## src/rtl/mm_accel_pkg.sv

```systemverilog
// mm_accel_pkg: shared state encoding, buffer selects and sizing helpers for the tile fetch controller
package mm_accel_pkg;
  typedef enum logic [2:0] {IDLE, REQ_A, DATA_A, REQ_B, DATA_B, HANDOFF, FINISH} state_t;
  localparam logic BUF_SEL_A = 1'b0;
  localparam logic BUF_SEL_B = 1'b1;
  function automatic int beats(input int size, input int elem_w, input int bus_w);
    return size * elem_w / bus_w;
  endfunction
  function automatic int elem_bytes(input int elem_w);
    return elem_w / 8;
  endfunction
  localparam int ELEM_BYTES = elem_bytes(32);
endpackage

```

## src/rtl/mm_tile_fetch_ctrl_if.sv

```systemverilog
// mm_tile_fetch_ctrl_if: DMA request/data, operand-buffer write and tile handoff signals
// master = controller side, slave = DMA engine / operand buffers / compute core side
interface mm_tile_fetch_ctrl_if #(parameter int SIZE = 8, parameter int BUS_W = 256, parameter int ADDR_W = 32);
  logic dma_req_valid;
  logic dma_req_ready;
  logic [ADDR_W-1:0] dma_req_addr;
  logic [7:0] dma_req_beats;
  logic dma_data_valid;
  logic dma_data_ready;
  logic [BUS_W-1:0] dma_data;
  logic dma_data_last;
  logic buf_ready;
  logic buf_wr_en;
  logic buf_sel;
  logic [$clog2(SIZE)-1:0] buf_row;
  logic [7:0] buf_beat;
  logic [BUS_W-1:0] buf_data;
  logic tile_valid;
  logic tile_ready;
  logic tile_last_k;
  modport master (
    output dma_req_valid, dma_req_addr, dma_req_beats, dma_data_ready,
    output buf_wr_en, buf_sel, buf_row, buf_beat, buf_data, tile_valid, tile_last_k,
    input dma_req_ready, dma_data_valid, dma_data, dma_data_last, buf_ready, tile_ready
  );
  modport slave (
    input dma_req_valid, dma_req_addr, dma_req_beats, dma_data_ready,
    input buf_wr_en, buf_sel, buf_row, buf_beat, buf_data, tile_valid, tile_last_k,
    output dma_req_ready, dma_data_valid, dma_data, dma_data_last, buf_ready, tile_ready
  );
endinterface

```

## src/rtl/mm_addr_gen.sv

```systemverilog
// mm_addr_gen: incremental A/B row address generator (adders only, wraps modulo 2^ADDR_W)
// load latches bases/strides; row_next steps the row selected by row_sel (0=A,1=B);
// k_next/n_next/m_next move to the next ki / ni / mi tile and rewind both row pointers
module mm_addr_gen import mm_accel_pkg::*; #(
  parameter int SIZE = 8,
  parameter int ELEM_W = 32,
  parameter int ADDR_W = 32,
  parameter int DIM_W = 16
) (
  input  logic clk,
  input  logic rst,
  input  logic load,
  input  logic row_next,
  input  logic row_sel,
  input  logic k_next,
  input  logic n_next,
  input  logic m_next,
  input  logic [ADDR_W-1:0] base_a,
  input  logic [ADDR_W-1:0] base_b,
  input  logic [DIM_W-1:0] stride_a,
  input  logic [DIM_W-1:0] stride_b,
  output logic [ADDR_W-1:0] addr_a,
  output logic [ADDR_W-1:0] addr_b
);
  localparam int LG = $clog2(SIZE);
  localparam logic [ADDR_W-1:0] TILE_BYTES = ADDR_W'(SIZE * elem_bytes(ELEM_W));
  logic [ADDR_W-1:0] sa, sb, b0, a_m, a_t, b_n, b_t;
  logic [ADDR_W-1:0] a_m_nxt, a_t_nxt, b_n_nxt, b_t_nxt;
  // a_m: row 0 of the current mi block at ki=0; b_n: row 0 of the current ni column at ki=0
  assign a_m_nxt = a_m + (sa << LG);
  assign a_t_nxt = a_t + TILE_BYTES;
  assign b_n_nxt = b_n + TILE_BYTES;
  assign b_t_nxt = b_t + (sb << LG);
  always_ff @(posedge clk or posedge rst)
    if (rst) begin
      {sa, sb, b0, a_m, a_t, b_n, b_t, addr_a, addr_b} <= '0;
    end else if (load) begin
      sa <= ADDR_W'(stride_a);
      sb <= ADDR_W'(stride_b);
      b0 <= base_b;
      a_m <= base_a;
      a_t <= base_a;
      addr_a <= base_a;
      b_n <= base_b;
      b_t <= base_b;
      addr_b <= base_b;
    end else if (m_next) begin
      a_m <= a_m_nxt;
      a_t <= a_m_nxt;
      addr_a <= a_m_nxt;
      b_n <= b0;
      b_t <= b0;
      addr_b <= b0;
    end else if (n_next) begin
      a_t <= a_m;
      addr_a <= a_m;
      b_n <= b_n_nxt;
      b_t <= b_n_nxt;
      addr_b <= b_n_nxt;
    end else if (k_next) begin
      a_t <= a_t_nxt;
      addr_a <= a_t_nxt;
      b_t <= b_t_nxt;
      addr_b <= b_t_nxt;
    end else if (row_next) begin
      if (row_sel) addr_b <= addr_b + sb;
      else addr_a <= addr_a + sa;
    end
endmodule

```

## src/rtl/mm_tile_fetch_ctrl.sv

```systemverilog
// mm_tile_fetch_ctrl: sequences per-row DMA bursts of A/B operand tiles and hands tile pairs to the compute core
// clk/rst: clock, async active-high reset; start + addr_base_*/stride_*/m/k/n: job configuration (latched on start)
// busy/done/err: job status; bus (master): DMA request/data, operand buffer writes, tile handoff
module mm_tile_fetch_ctrl import mm_accel_pkg::*; #(
  parameter int SIZE = 8,
  parameter int ELEM_W = 32,
  parameter int BUS_W = 256,
  parameter int ADDR_W = 32,
  parameter int DIM_W = 16
) (
  input  logic clk,
  input  logic rst,
  input  logic start,
  input  logic [ADDR_W-1:0] addr_base_a,
  input  logic [ADDR_W-1:0] addr_base_b,
  input  logic [DIM_W-1:0] stride_a,
  input  logic [DIM_W-1:0] stride_b,
  input  logic [DIM_W-1:0] m,
  input  logic [DIM_W-1:0] k,
  input  logic [DIM_W-1:0] n,
  output logic busy,
  output logic done,
  output logic err,
  mm_tile_fetch_ctrl_if.master bus
);
  localparam int LG = $clog2(SIZE);
  localparam int BEATS = beats(SIZE, ELEM_W, BUS_W);
  localparam logic [7:0] LAST_BEAT = 8'(BEATS - 1);
  localparam logic [LG-1:0] LAST_ROW = LG'(SIZE - 1);
  state_t state;
  logic [LG-1:0] row;
  logic [7:0] beat;
  logic [DIM_W-1:0] mi, ni, ki, mt, nt, kt;
  logic in_data, acc, beat_last, bad, row_done, hs, k_last, n_last, m_last;
  logic [ADDR_W-1:0] addr_a, addr_b;
  assign in_data = state == DATA_A || state == DATA_B;
  assign bus.dma_data_ready = in_data && bus.buf_ready;
  assign acc = bus.dma_data_ready && bus.dma_data_valid;
  assign beat_last = beat == LAST_BEAT;
  assign bad = acc && (bus.dma_data_last != beat_last);
  assign row_done = acc && beat_last && !bad;
  assign hs = state == HANDOFF && bus.tile_ready;
  assign k_last = ki == kt - 1'b1;
  assign n_last = ni == nt - 1'b1;
  assign m_last = mi == mt - 1'b1;
  assign bus.buf_wr_en = acc;
  assign bus.buf_sel = state == DATA_B ? BUF_SEL_B : BUF_SEL_A;
  assign bus.buf_row = row;
  assign bus.buf_beat = beat;
  assign bus.buf_data = bus.dma_data;
  assign bus.dma_req_beats = 8'(BEATS);
  assign bus.dma_req_addr = state == REQ_B ? addr_b : state == REQ_A ? addr_a : '0;
  mm_addr_gen #(.SIZE(SIZE), .ELEM_W(ELEM_W), .ADDR_W(ADDR_W), .DIM_W(DIM_W)) u_addr (
    .clk(clk),
    .rst(rst),
    .load(state == IDLE && start),
    .row_next(row_done),
    .row_sel(state == DATA_B),
    .k_next(hs && !k_last),
    .n_next(hs && k_last && !n_last),
    .m_next(hs && k_last && n_last && !m_last),
    .base_a(addr_base_a),
    .base_b(addr_base_b),
    .stride_a(stride_a),
    .stride_b(stride_b),
    .addr_a(addr_a),
    .addr_b(addr_b)
  );
  always_ff @(posedge clk or posedge rst)
    if (rst) begin
      state <= IDLE;
      {busy, done, err} <= '0;
      {bus.dma_req_valid, bus.tile_valid, bus.tile_last_k} <= '0;
      row <= '0;
      beat <= '0;
      {mi, ni, ki, mt, nt, kt} <= '0;
    end else begin
      done <= 1'b0;
      case (state)
        IDLE: if (start) begin
          err <= 1'b0;
          busy <= 1'b1;
          mt <= m >> LG;
          nt <= n >> LG;
          kt <= k >> LG;
          {mi, ni, ki} <= '0;
          row <= '0;
          beat <= '0;
          if (m == '0 || k == '0 || n == '0) begin
            state <= FINISH;
            done <= 1'b1;
          end else begin
            state <= REQ_A;
            bus.dma_req_valid <= 1'b1;
          end
        end
        REQ_A, REQ_B: if (bus.dma_req_ready) begin
          bus.dma_req_valid <= 1'b0;
          state <= state == REQ_A ? DATA_A : DATA_B;
        end
        DATA_A, DATA_B: if (acc) begin
          if (bad) begin
            err <= 1'b1;
            done <= 1'b1;
            state <= FINISH;
            row <= '0;
            beat <= '0;
          end else if (!beat_last) begin
            beat <= beat + 1'b1;
          end else begin
            beat <= '0;
            // SIZE is a power of two, so the last row wraps back to 0 here
            row <= row + 1'b1;
            if (row != LAST_ROW) begin
              state <= state == DATA_A ? REQ_A : REQ_B;
              bus.dma_req_valid <= 1'b1;
            end else if (state == DATA_A) begin
              state <= REQ_B;
              bus.dma_req_valid <= 1'b1;
            end else begin
              state <= HANDOFF;
              bus.tile_valid <= 1'b1;
              bus.tile_last_k <= k_last;
            end
          end
        end
        HANDOFF: if (bus.tile_ready) begin
          bus.tile_valid <= 1'b0;
          bus.tile_last_k <= 1'b0;
          ki <= k_last ? '0 : ki + 1'b1;
          if (k_last) ni <= n_last ? '0 : ni + 1'b1;
          if (k_last && n_last) mi <= m_last ? '0 : mi + 1'b1;
          if (k_last && n_last && m_last) begin
            state <= FINISH;
            done <= 1'b1;
          end else begin
            state <= REQ_A;
            bus.dma_req_valid <= 1'b1;
          end
        end
        FINISH: begin
          busy <= 1'b0;
          state <= IDLE;
        end
        default: state <= IDLE;
      endcase
    end
endmodule

```

## src/flat_wrapper.sv

```systemverilog
// flat-port wrapper written by rule: the top's interface ports become plain ports
module mm_tile_fetch_ctrl_flat import mm_accel_pkg::*;
#(
  parameter int SIZE = 8,
  parameter int ELEM_W = 32,
  parameter int BUS_W = 256,
  parameter int ADDR_W = 32,
  parameter int DIM_W = 16
)
  (clk, rst, start, addr_base_a, addr_base_b, stride_a, stride_b, m, k, n, busy, done, err, bus_dma_req_valid, bus_dma_req_addr, bus_dma_req_beats, bus_dma_data_ready, bus_buf_wr_en, bus_buf_sel, bus_buf_row, bus_buf_beat, bus_buf_data, bus_tile_valid, bus_tile_last_k, bus_dma_req_ready, bus_dma_data_valid, bus_dma_data, bus_dma_data_last, bus_buf_ready, bus_tile_ready);
  mm_tile_fetch_ctrl_if #(.SIZE(SIZE), .BUS_W(BUS_W), .ADDR_W(ADDR_W)) bus_i ();
  input  logic clk;
  input  logic rst;
  input  logic start;
  input  logic [ADDR_W-1:0] addr_base_a;
  input  logic [ADDR_W-1:0] addr_base_b;
  input  logic [DIM_W-1:0] stride_a;
  input  logic [DIM_W-1:0] stride_b;
  input  logic [DIM_W-1:0] m;
  input  logic [DIM_W-1:0] k;
  input  logic [DIM_W-1:0] n;
  output logic busy;
  output logic done;
  output logic err;
  output wire logic [$bits(bus_i.dma_req_valid)-1:0] bus_dma_req_valid;
  output wire logic [$bits(bus_i.dma_req_addr)-1:0] bus_dma_req_addr;
  output wire logic [$bits(bus_i.dma_req_beats)-1:0] bus_dma_req_beats;
  output wire logic [$bits(bus_i.dma_data_ready)-1:0] bus_dma_data_ready;
  output wire logic [$bits(bus_i.buf_wr_en)-1:0] bus_buf_wr_en;
  output wire logic [$bits(bus_i.buf_sel)-1:0] bus_buf_sel;
  output wire logic [$bits(bus_i.buf_row)-1:0] bus_buf_row;
  output wire logic [$bits(bus_i.buf_beat)-1:0] bus_buf_beat;
  output wire logic [$bits(bus_i.buf_data)-1:0] bus_buf_data;
  output wire logic [$bits(bus_i.tile_valid)-1:0] bus_tile_valid;
  output wire logic [$bits(bus_i.tile_last_k)-1:0] bus_tile_last_k;
  input wire logic [$bits(bus_i.dma_req_ready)-1:0] bus_dma_req_ready;
  input wire logic [$bits(bus_i.dma_data_valid)-1:0] bus_dma_data_valid;
  input wire logic [$bits(bus_i.dma_data)-1:0] bus_dma_data;
  input wire logic [$bits(bus_i.dma_data_last)-1:0] bus_dma_data_last;
  input wire logic [$bits(bus_i.buf_ready)-1:0] bus_buf_ready;
  input wire logic [$bits(bus_i.tile_ready)-1:0] bus_tile_ready;
  assign bus_dma_req_valid = bus_i.dma_req_valid;
  assign bus_dma_req_addr = bus_i.dma_req_addr;
  assign bus_dma_req_beats = bus_i.dma_req_beats;
  assign bus_dma_data_ready = bus_i.dma_data_ready;
  assign bus_buf_wr_en = bus_i.buf_wr_en;
  assign bus_buf_sel = bus_i.buf_sel;
  assign bus_buf_row = bus_i.buf_row;
  assign bus_buf_beat = bus_i.buf_beat;
  assign bus_buf_data = bus_i.buf_data;
  assign bus_tile_valid = bus_i.tile_valid;
  assign bus_tile_last_k = bus_i.tile_last_k;
  assign bus_i.dma_req_ready = bus_dma_req_ready;
  assign bus_i.dma_data_valid = bus_dma_data_valid;
  assign bus_i.dma_data = bus_dma_data;
  assign bus_i.dma_data_last = bus_dma_data_last;
  assign bus_i.buf_ready = bus_buf_ready;
  assign bus_i.tile_ready = bus_tile_ready;
  mm_tile_fetch_ctrl #(.SIZE(SIZE), .ELEM_W(ELEM_W), .BUS_W(BUS_W), .ADDR_W(ADDR_W), .DIM_W(DIM_W)) u_core (.clk(clk), .rst(rst), .start(start), .addr_base_a(addr_base_a), .addr_base_b(addr_base_b), .stride_a(stride_a), .stride_b(stride_b), .m(m), .k(k), .n(n), .busy(busy), .done(done), .err(err), .bus(bus_i));
endmodule
```

## config.mk

```make
export PLATFORM = sky130hd
export DESIGN_NAME = mm_tile_fetch_ctrl_flat
export DESIGN_NICKNAME = d
export VERILOG_FILES = /design/src/rtl/mm_accel_pkg.sv /design/src/rtl/mm_tile_fetch_ctrl_if.sv /design/src/rtl/mm_addr_gen.sv /design/src/rtl/mm_tile_fetch_ctrl.sv /design/src/flat_wrapper.sv
export SDC_FILE = /design/constraint.sdc
export NUM_CORES = 1
export LEC_CHECK = 0
export ABC_CLOCK_PERIOD_IN_PS = 11900
export CAP_MARGIN = 20
export CORE_AREA = 2 2 281 283
export CTS_BUF_LIST = sky130_fd_sc_hd__clkbuf_4
export DETAILED_ROUTE_END_ITERATION = 16
export DIE_AREA = 0 0 283 285
export SETUP_SLACK_MARGIN = 0.2
export SYNTH_ARGS = -nofsm -noshare
export SYNTH_HDL_FRONTEND = slang
export SYNTH_HIERARCHICAL = 1
export SYNTH_SLANG_ARGS = --single-unit
```

## constraint.sdc

```tcl
create_clock -name clk -period 11.9 [get_ports clk]
set_input_delay 2.38 -clock clk [delete_from_list [all_inputs] [get_ports clk]]
set_output_delay 2.38 -clock clk [all_outputs]
set_load 0.1 [all_outputs]
```

==> summary.md, run 1 <==
| Metric | Value |
|---|---|
| Worst Hold End | u_core/u_addr/a_t[3] |
| Final net count | between 3,000 and 4,000 |
| Kind of critical path | in -> out |
| CTS resizes | 0 |
| Rows | between 100 and 150 |
| Leak | between 10 and 15 nW |
| Drt initial violations | 2,129 |
| CP endpoint kind | output pin |
| Worst hold path stage count | 2 |
| Ys async rst share | between 90% and 100% |
| RR Endpoint | u_core/u_addr/addr_a[31] |
| Clk_lat worst skew | ~910 ps |
| Die footprint | between 80,000 and 90,000 sq um |
| Antenna-violating nets left | 0 |
| DP Wirelength | 67,200 um |
| Hold_buf cts | 0 |
| Layout Cells excl Fill | between 4,000 and 5,000 |
| Slew headroom | approximately 30% |
| CTS tree | built |
| Post-synth EDFFs | 0 |
| Crit path max fanout | 6 |
| Top cell family by delay on the critical path | buffers and inverters |
| Fmax | approximately 0.15 GHz |
| Fin. max-slew vios | 0 |
| Sum of buffers and inverters on the critical path | 2 |
| Synthesized area | ~27,000 sq um |
| Initial antenna violation count | 7 |
| Overflow after GRT | 0 |
| Crit. Startpoint | bus_buf_ready |
| TritonCTS sink count | roughly 360 |
| Worst r2r src | u_core/kt[0] |
| Startpoint type of the worst setup path | input pin |
| Root Driver | clkbuf_4 |
| WL per Instance | ~22 um |
| Ys Warns | 6 |
| Layout fillers | between 8,000 and 9,000 |
| Setup_tns | 0 ps |
| Post-synth cell types | slightly above 100 |
| Setup Viol. Count Final | 0 |
| Core area | between 70,000 and 80,000 sq um |
| # Max-Cap Violations | 0 |
| Post-Syn Area per Cell | between 8 and 9 sq um |
| Die Y | around 290 um |
| Share of cells above drive strength 1 | 10.3% |
| Crit path DAT | between 4000 and 5000 ps |
| Final hold viol count | 0 |
| Ports | about 720 |
| CTS Buffer Depth | 3 |
| Num CTS Buffers | 103 |
| Final Cycle Share | roughly 56% |
| Slowest stage delay, CP | 1160 ps |
| Final Skew | between 100 and 150 ps |
| Initial Utilization | between 30% and 40% |
| Die Wd | 283 um |
| DR pass1 iterations | 5 |
| Synth Flop Type | dfrtp_1 |
| DR vias/cell | 5.72 |
| Worst IR drop on VDD | 0.000193 V |
| Setup repair bufs after CTS | 0 |
| RSZ-0062 raised after global routing | no |
| Layout area overhead | 8.98% |
| Gr usage total | roughly 22% |
| CP Cell Sequence | clkdlybuf4s50_1 -> and3_1 -> clkdlybuf4s50_1 |
| PortBufs | 203 |
| Largest net degree at the start of global routing | about 120 |
| Worst hold start | u_core/u_addr/a_t[3] |
| R2R Setup Slk | ~5500 ps |
| WP data required | ~9500 ps |
| Cells after Synth | 3,216 |
| Pwr dens | 287 nW/um^2 |
| Placed Cells | just over 4,000 |
| Clock slew at reported path FFs | 60 ps |
| H-Tree Depth | 3 |
| #FFs+latches synth | approximately 360 |
| DRC Markers | 0 |
| First-pass GRT wire length | 142,000 um |
| Routed WL | between 90,000 and 100,000 um |
| DR vias | ~24,000 |
| Vias in the first global route | approximately 23,000 |
| Register area share after synthesis | between 30% and 40% |
| Crit-path slowest cell | clkdlybuf4s50_1 |
| Post-layout min period | 6720 ps |
| Hold Path Class | reg -> reg |
| CP most frequent cell | clkdlybuf4s50_1 |
| Cells on worst reg2reg path | 16 |
| Status | completed |
| Worst-margin pin slew | 1050 ps |
| Gpl congestion | between 0.9 and 1 |
-- cells by family after synthesis --
kind of cell               after synthesis  share of synthesized area (%)
xor gates and xnor gates               183                           5.98
and+or+nand+nor                       1085                           19.2
adders and majority gates               81                           3.86
DFF                                    363                           33.6
other                                    2                         0.0278
muxes                                  130                           5.13
buffers and inverters                  503                           10.7
AOI/OAI and AO/OA                      869                           21.5
-- flip-flops by register name (all words and copies together), names as in the netlist, 16 cells and up --
register / flops
u_core/u_addr/a_m: 32
u_core/u_addr/a_t: 32
u_core/u_addr/addr_a: 32
u_core/u_addr/addr_b: 32
u_core/u_addr/b0: 32
u_core/u_addr/b_n: 32
u_core/u_addr/b_t: 32
u_core/ki: 16
u_core/mi: 16
u_core/ni: 16
u_core/u_addr/sa: 16
u_core/u_addr/sb: 16
-- final cells by class --
type                            instances  area, sq um  share of cell area (%)
Timing Repair Buffer                  240         2330                    7.91
Clock inverter                         26          135                   0.459
Inverter                               70          280                   0.951
Antenna cell                            4         10.0                  0.0340
Tap cell                             1050         1310                    4.46
Sequential cell                       363         9080                    30.8
Clock buffer                          159         1190                    4.05
Multi-Input combinational cell       2356        15100                    51.3
-- metrics by stage --
step / setup WS (ps) / total power, mW / instance area, sq um / util [%] / hold slack (ps)
2_1_floorplan: 2480 / 6.32 / 27100 / - / 439
3_3_place_gp: 5170 / 7.17 / 28100 / 36.0 / 457
3_5_place_dp: 5120 / 7.18 / 28100 / 36.0 / 460
4_1_cts: 5180 / 8.45 / 29400 / 37.7 / 476
5_1_grt: 5090 / 9.14 / 29500 / 37.8 / 491
6_report: 5180 / 8.47 / 29500 / 37.8 / 473
-- cell usage in the layout, fill, tap and decap left out, types with 24 or more instances in the layout --
master | Yosys | final
clkbuf_4 | 0 | 159
nand3_1 | 91 | 91
o22a_1 | 27 | 27
a21o_1 | 52 | 52
clkdlybuf4s50_1 | 0 | 203
xnor2_1 | 94 | 94
a211oi_1 | 40 | 40
nor3_1 | 53 | 52
inv_1 | 68 | 65
buf_4 | 265 | 36
nand4_1 | 51 | 51
nor4_1 | 36 | 36
nor2_1 | 280 | 275
ha_1 | 77 | 77
and3_1 | 53 | 53
mux2_2 | 68 | 68
dfrtp_1 | 363 | 362
mux2i_1 | 61 | 61
or3_1 | 24 | 24
o211ai_1 | 37 | 37
a21oi_1 | 212 | 212
a31oi_1 | 45 | 45
a22oi_1 | 28 | 28
xor2_1 | 88 | 88
o21ai_0 | 169 | 169
nand2_1 | 361 | 360
-- how the worst max path moves through the flow --
stage	cells past startpoint	to	slack (ps)
CTS	3	bus_buf_wr_en	5180
finish	3	bus_buf_wr_en	5180
global placement	11	u_core/u_addr/addr_a[31]	5170
floorplan	1	u_core/u_addr/a_m[0]	2480
detailed placement	11	u_core/u_addr/addr_a[31]	5120
global route	3	bus_buf_wr_en	5090
-- cell usage after synthesis (45+ instances only) --
| library cell | number | share of area, % |
|---|---|---|
| dfrtp_1 | 363 | 34 |
| nand2_1 | 361 | 5.0 |
| nor2_1 | 280 | 3.9 |
| buf_4 | 265 | 7.4 |
| a21oi_1 | 212 | 3.9 |
| o21ai_0 | 169 | 3.1 |
| clkbuf_1 | 120 | 1.7 |
| xnor2_1 | 94 | 3.0 |
| nand3_1 | 91 | 1.7 |
| xor2_1 | 88 | 2.9 |
| ha_1 | 77 | 3.6 |
| inv_1 | 68 | 0.94 |
| mux2_2 | 68 | 2.8 |
| mux2i_1 | 61 | 2.3 |
| and3_1 | 53 | 1.2 |
| nor3_1 | 53 | 0.98 |
| a21o_1 | 52 | 1.4 |
| nand4_1 | 51 | 1.2 |
| a31oi_1 | 45 | 1.0 |
-- power by group --
part           total, mW  internal [mW]  switching (mW)
clock               1.20          0.626           0.579
sequential          2.41           1.75           0.663
combinational       4.85           1.86            2.99
-- layer usage --
metal  GRT usage (%)  part of all wire, %
met1            30.7                   43
met2            32.0                   41
met3            9.02                   12
met4            6.89                  2.5
met5            3.60                 0.31
-- worst reg2reg max path, stage by stage, from the launching register on --
cell	delay (ps)
dfrtp_1	450
inv_1	110
ha_1	340
or4b_1	490
or4_1	460
xnor2_1	160
o2111ai_1	190
or3_1	500
nor3_2	280
buf_4	430
clkinv_1	730
buf_4	480
nand2_1	650
nor2_1	370
a221o_1	380
a211oi_1	180
nor2_1	60
No activity file was read; power rests on OpenSTA's default activity.
==> inputs of run 2 (changes only) <==
- ABC_CLOCK_PERIOD_IN_PS: 11900 -> 6140
- CORE_AREA: 2 2 281 283 -> 2 2 285 287
- DIE_AREA: 0 0 283 285 -> 0 0 287 289
- clock period: 11.9 -> 6.14 ns (I/O delays scaled with it)
==> run 2 against run 1 <==
Against the previous run: critical path type is now reg -> out; non-clock buffer count increased by 10; largest power group unchanged; global-route usage decreased by 0.14 points; cell area increased by 0.30%; hold slack worse by 3.7 ps; combinational power increased by 94%.
==> summary.md, run 2 (same netlist as run 1, synthesis figures left out) <==
| Metric | Value |
|---|---|
| Status | completed |
| Num CTS Buffers | 104 (+0.97%) |
| Rows | 104 (+0.97%) |
| Core area | 79,900 sq um (+2.5%) |
| Slowest stage delay, CP | 1280 ps (+120 ps) |
| CTS resizes | 0 (unchanged) |
| Worst IR drop on VDD | 0.000337 V (+75%) |
| Die footprint | 82,900 sq um (+2.8%) |
| DR vias/cell | 5.72 (+0.12%) |
| Largest net degree at the start of global routing | 142 (+19%) |
| Clock share of power | 14.3% (about the same) |
| Most frequent cells in the layout | 362 x dfrtp_1, 360 x nand2_1, 276 x nor2_1 |
| Gpl congestion | 0.925 (-0.38%) |
| Final Cycle Share | between 80% and 90% |
| Drt initial violations | 2,392 (+12%) |
| Routed WL | 95,800 um (+2.5%) |
| # Max-Cap Violations | 0 (unchanged) |
| DR pass1 iterations | 6 (+1) |
| Initial Utilization | 33.8% (-0.84 points) |
| H-Tree Depth | 3 (unchanged) |
| Antenna-violating nets left | 0 (unchanged) |
| Crit-path slowest cell | clkdlybuf4s50_1 |
| Die Wd | 287 um (+1.4%) |
| WP data required | 4910 ps (-4610 ps) |
| Clock slew at reported path FFs | 60 ps (about the same) |
| CP endpoint kind | output pin |
| Sw Pwr | 8.24 mW (+95%) |
| DR vias | 24,500 (+0.57%) |
| PortBufs | 203 (unchanged) |
| Ports | 724 (unchanged) |
| Layout area overhead | 9.31% |
| WHS | 469 ps (-3.72 ps) |
| Sequential share of power | 28.4% (about the same) |
| TritonCTS sink count | 363 (unchanged) |
| Root Driver | clkbuf_4 |
| Top cell family by delay on the critical path | buffers and inverters |
| Post-layout min period | between 5000 and 6000 ps |
| Vias in the first global route | 23,100 (+0.50%) |
| First-pass GRT wire length | 144,000 um (+0.87%) |
| Hold_buf cts | 0 (unchanged) |
| Final hold viol count | 0 (unchanged) |
| Comb pwr share | 57.3% (about the same) |
| Initial antenna violation count | 7 (unchanged) |
| Crit path max fanout | 21 (+15) |
| Leak | 12.2 nW (+0.33%) |
| Worst-margin pin slew | 1030 ps (-24.8 ps) |
| Pint | 8.20 mW (+94%) |
| Placed Cells | 4,098 (+0.49%) |
| Pwr dens | 556 nW/um^2 (+94%) |
| DRC Markers | 0 (unchanged) |
| Final Skew | 92.7 ps (-38.3 ps) |
| Gr usage total | 22.3% (-0.14 points) |
| CP Cell Sequence | nand2b_1 -> nor2_1 -> clkdlybuf4s50_1 |
| RSZ-0062 raised after global routing | no |
| Setup repair bufs after CTS | 0 (unchanged) |
| Setup Viol. Count Final | 0 (unchanged) |
| DP Wirelength | 69,200 um (+2.9%) |
| Fmax | roughly 0.19 GHz |
| Setup_tns | 0 ps (unchanged) |
| Fin. max-slew vios | 0 (unchanged) |
| Die Y | 289 um (+1.4%) |
| Final net count | 3,634 (+0.30%) |
| Commonest non-fill, non-tap cell in the layout | dfrtp_1 |
| CTS Buffer Depth | 3 (unchanged) |
| Share of cells above drive strength 1 | 10.5% (+0.22 points) |
| Overflow after GRT | 0 (unchanged) |
| Sw Share | 50.1% (+0.11 points) |
| Startpoint type of the worst setup path | register |
| Kind of critical path | reg -> out |
| WL per Instance | 22.3 um (+2.1%) |
| Layout Cells excl Fill | 4,287 (+0.45%) |
| Sum of buffers and inverters on the critical path | 1 (-1) |
| Hold Path Class | reg -> reg |
| CTS tree | built |
| Clk_lat worst skew | 920 ps (about the same) |
| Slew headroom | 31.4% (+1.4 points) |
| Crit path DAT | 3900 ps (-440 ps) |
[run 2: cell count changes in the layout (fill, tap and decap cells not counted), sizes merged]
cell,change
inv,-1
clkinv,+2
clkbuf,-3
buf,+10
clkinvlp,+2
diode,-1
[run 2: final cells by class]
class                           instances  area (sq um)
Antenna cell                            3          7.51
Clock buffer                          156          1170
Clock inverter                         29           164
Fill cell                            8313         50300
Inverter                               70           277
Multi-Input combinational cell       2356         15100
Sequential cell                       363          9080
Tap cell                             1060          1330
Timing Repair Buffer                  250          2410
[run 2: per-stage QoR]
step | power, mW | instance area (sq um) | worst slack, ps | utilization (%)
global placement | 13.9 | 28200 | 1240 | 35.3
floorplan | 12.2 | 27100 | 1540 | -
detailed placement | 14.0 | 28200 | 1170 | 35.3
global route | 17.7 | 29600 | 658 | 37.0
finish | 16.4 | 29600 | 1010 | 37.0
CTS | 16.4 | 29500 | 988 | 37.0
[run 2: tightest hold or removal path: stages (launching register included)]
cell and delay (ps):
dfrtp_1 340, nand2_1 50, nand2_1 50
[run 2: path summary, 6_finish.rpt]
path	startpoint	endpoint	slack, ps	cells past startpoint
worst max-delay path	u_core/state[2]	bus_buf_sel	1010	3
worst min-delay path	u_core/u_addr/a_t[3]	u_core/u_addr/a_t[3]	470	2
worst max register to register	u_core/kt[0]	u_core/u_addr/addr_a[28]	1080	15
worst min register to register	u_core/u_addr/a_t[3]	u_core/u_addr/a_t[3]	470	2
max in group asynchronous	rst	u_core/u_addr/sa[11]	3920	3
min in group asynchronous	rst	u_core/u_addr/addr_b[10]	910	2
[run 2: per-layer routing]
metal	track usage, %	vias up	routed length, um
met5	2.05	-	248
met4	7.11	12	2780
li1	-	11300	-
met1	29.1	11700	40400
met3	10.3	204	12200
met2	32.5	1381	40100
[run 2: power groups by stage]
stage / sequential [mW] / combinational, mW / clock, mW
6_report: 4.67 / 9.42 / 2.35
5_1_grt: 4.82 / 10.3 / 2.57
4_1_cts: 4.64 / 9.34 / 2.44
3_5_place_dp: 4.67 / 9.29 / 0
3_3_place_gp: 4.66 / 9.24 / 0
2_1_floorplan: 4.20 / 8.04 / 0
==> inputs of run 3 (changes only) <==
- ABC_CLOCK_PERIOD_IN_PS: 6140 -> 4200
- clock period: 6.14 -> 4.2 ns (I/O delays scaled with it)
==> run 3 against run 2 <==
Against the previous run: the flow now finishes with violations (negative setup slack); hold slack better by 6.0 ps; via count is 5.9% higher; utilization grew 5.6 points; clock power rose by 48%; largest power group unchanged.
==> summary.md, run 3 (same netlist as run 1, synthesis figures left out) <==
| Metric | Value |
|---|---|
| WHS | 475 ps (+6.02 ps) |
| Slew headroom | 34.5% (+3.1 points) |
| Hold_buf cts | 0 (unchanged) |
| Status | finished, violations left |
| Initial Utilization | 33.8% (unchanged) |
| Final core occ | 42.6% (+5.6 points) |
| Final instance area | 34,000 sq um (+15%) |
| Worst-margin pin slew | 980 ps (-46.4 ps) |
| Setup_tns | -112 ps (-112 ps) |
| Final net count | 3,904 (+7.4%) |
| Final hold viol count | 0 (unchanged) |
| Routed met2 length | 43,900 um (+9.4%) |
| DRC Markers | 0 (unchanged) |
| Pwr dens | 799 nW/um^2 (+44%) |
| WP data required | 4930 ps (+20 ps) |
| Num CTS Buffers | 108 (+3.8%) |
| Kind of critical path | reg -> reg |
| Vias in the first global route | 24,500 (+6.0%) |
| DR vias/cell | 5.69 (-0.51%) |
| Startpoint type of the worst setup path | register |
| CP endpoint kind | register |
| Total Power | 27.2 mW (+65%) |
| Failing checks | negative setup slack |
| Crit-path slowest cell | or4_4 |
| DP Wirelength | 72,600 um (+4.9%) |
| Overflow after GRT | 0 (unchanged) |
| WL met1 | 42,300 um (+4.5%) |
| Worst IR drop on VDD | 0.000516 V (+53%) |
| Fin. max-slew vios | 0 (unchanged) |
| PortBufs | 203 (unchanged) |
| Post-layout min period | between 4000 and 5000 ps |
| Gpl congestion | 0.925 (about the same) |
| Core area | 79,900 sq um (unchanged) |
| Share of cells above drive strength 1 | 24.8% (+14 points) |
| H-Tree Depth | 3 (unchanged) |
| Post-route worst setup slack | -80.9 ps (-1090 ps) |
| Final Cycle Share | 102% |
| Cell Area, Placed | 29,600 sq um (+4.9%) |
| Crit path max fanout | 6 (-71%) |
| Setup Viol. Count Final | 3 (+3) |
| Layout area overhead | 25.9% |
| Die Y | 289 um (unchanged) |
| Die footprint | 82,900 sq um (unchanged) |
| Slowest stage delay, CP | 510 ps (-770 ps) |
| Gr usage total | 23.0% (+0.69 points) |
| # Max-Cap Violations | 0 (unchanged) |
| Met3 wire length | 12,800 um (+4.5%) |
| Rows | 104 (unchanged) |
| Antenna-violating nets left | 0 (unchanged) |
| WL per Instance | 22.5 um (+0.55%) |
| Max Used Layer | met5 |
| Most frequent cells in the layout | 362 x dfrtp_1, 347 x nand2_1, 239 x nor2_1 |
| Leak | 14.3 nW (+17%) |
| Fmax | 0.234 GHz |
| Ports | 724 (unchanged) |
| CTS tree | built |
| Routed WL | 103,000 um (+7.0%) |
| Clk_lat worst skew | 930 ps (about the same) |
| Die Wd | 287 um (unchanged) |
| DR vias | 26,000 (+5.9%) |
| Placed Cells | 4,240 (+3.5%) |
| TritonCTS sink count | 363 (unchanged) |
| Hold Path Class | reg -> reg |
| Largest net degree at the start of global routing | 71 (-50%) |
| Root Driver | clkbuf_4 |
| Dpl ws | -88.2 ps (-1260 ps) |
| Clock slew at reported path FFs | 70 ps (about the same) |
| CTS Buffer Depth | 3 (unchanged) |
| Layout fillers | 7,862 (-5.4%) |
| Commonest non-fill, non-tap cell in the layout | dfrtp_1 |
| Crit path DAT | 5010 ps (+1110 ps) |
| Initial antenna violation count | 4 (-3) |
| DR pass1 iterations | 7 (+1) |
| Final Skew | 88.5 ps (-4.23 ps) |
| RSZ-0062 raised after global routing | yes |
| Layout Cells excl Fill | 4,563 (+6.4%) |
| First-pass GRT wire length | 148,000 um (+3.3%) |
| CP Cell Sequence | inv_1 -> ha_2 -> or4b_4 -> or4_4 -> a2111oi_4 -> o211ai_1 -> a2111oi_4 -> nor4b_4 -> buf_6 -> buf_12 -> clkinv_8 -> nor2_4 -> buf_12 -> buf_4 -> buf_6 -> a22oi_1 -> o21ai_1 -> o31ai_1 -> a32oi_1 |
| Drt initial violations | 2,165 (-9.5%) |
run 3: cell count changes in the layout (fill, tap and decap cells not counted), moves of 12 or more:
cell and change:
nand2_1 -13, a22oi_1 -13, buf_12 +37, o21ai_2 +12
nor2_4 +28, clkdlybuf4s50_1 -35, buf_4 +176, o21ai_0 -33
a22oi_2 +13, a21oi_2 +43, a21oi_1 -54, nor2_1 -37
o21ai_1 +18, buf_6 +65
run 3: area by class of cell:
type	count	area, sq um	share of cell area (%)
Timing Repair Buffer	516	5400	15.9
Tap cell	1060	1330	3.90
Clock inverter	34	154	0.452
Inverter	70	300	0.882
Sequential cell	363	9080	26.7
Multi-Input combinational cell	2356	16600	48.7
Antenna cell	3	7.51	0.0221
Clock buffer	161	1210	3.55
run 3: metal layers:
metal	vias up	GRT usage (%)
li1	11800	-
met1	12300	30.4
met2	1576	33.9
met3	250	9.46
met4	6	7.86
met5	-	0.739
run 3: final timing paths:
path / startpoint / cells after the start / slack, ps / end
min in group asynchronous: rst / 2 / 570 / u_core/mi[1]
setup reg to reg: u_core/mt[1] / 19 / -80 / u_core/u_addr/addr_b[18]
setup / recovery: u_core/mt[1] / 19 / -80 / u_core/u_addr/addr_b[18]
hold / removal: u_core/u_addr/b_t[0] / 1 / 480 / u_core/u_addr/b_t[0]
max in group asynchronous: rst / 4 / 2660 / u_core/u_addr/b0[10]
hold reg to reg: u_core/u_addr/b_t[0] / 1 / 480 / u_core/u_addr/b_t[0]
run 3: worst max-delay path, delay by kind of cell (launching register included):
kind                     cells  cell delay (ps)
AO/OA/AOI/OAI                7             1560
AND/OR/NAND/NOR              4             1110
buffers and inverters        7              840
flip-flops                   1              390
adder cells (fa/ha/maj)      1              170
run 3: power by group:
part	leakage, nW	switching, mW	total (mW)	internal [mW]
combinational	8.99	9.82	16.8	7.03
sequential	4.45	1.94	6.89	4.95
clock	0.813	1.72	3.47	1.75
total	14.3	13.5	27.2	13.7
run 3: what timing repair did:
| action | CTS | global route |
|---|---|---|
| resized for setup | 130 | 293 |
| endpoints found under the hold margin | 0 | 0 |
| setup buffers | 50 | 59 |
| endpoints found under the setup margin | 136 | 169 |
| pin swaps | 36 | 95 |
| gates cloned | 7 | 9 |
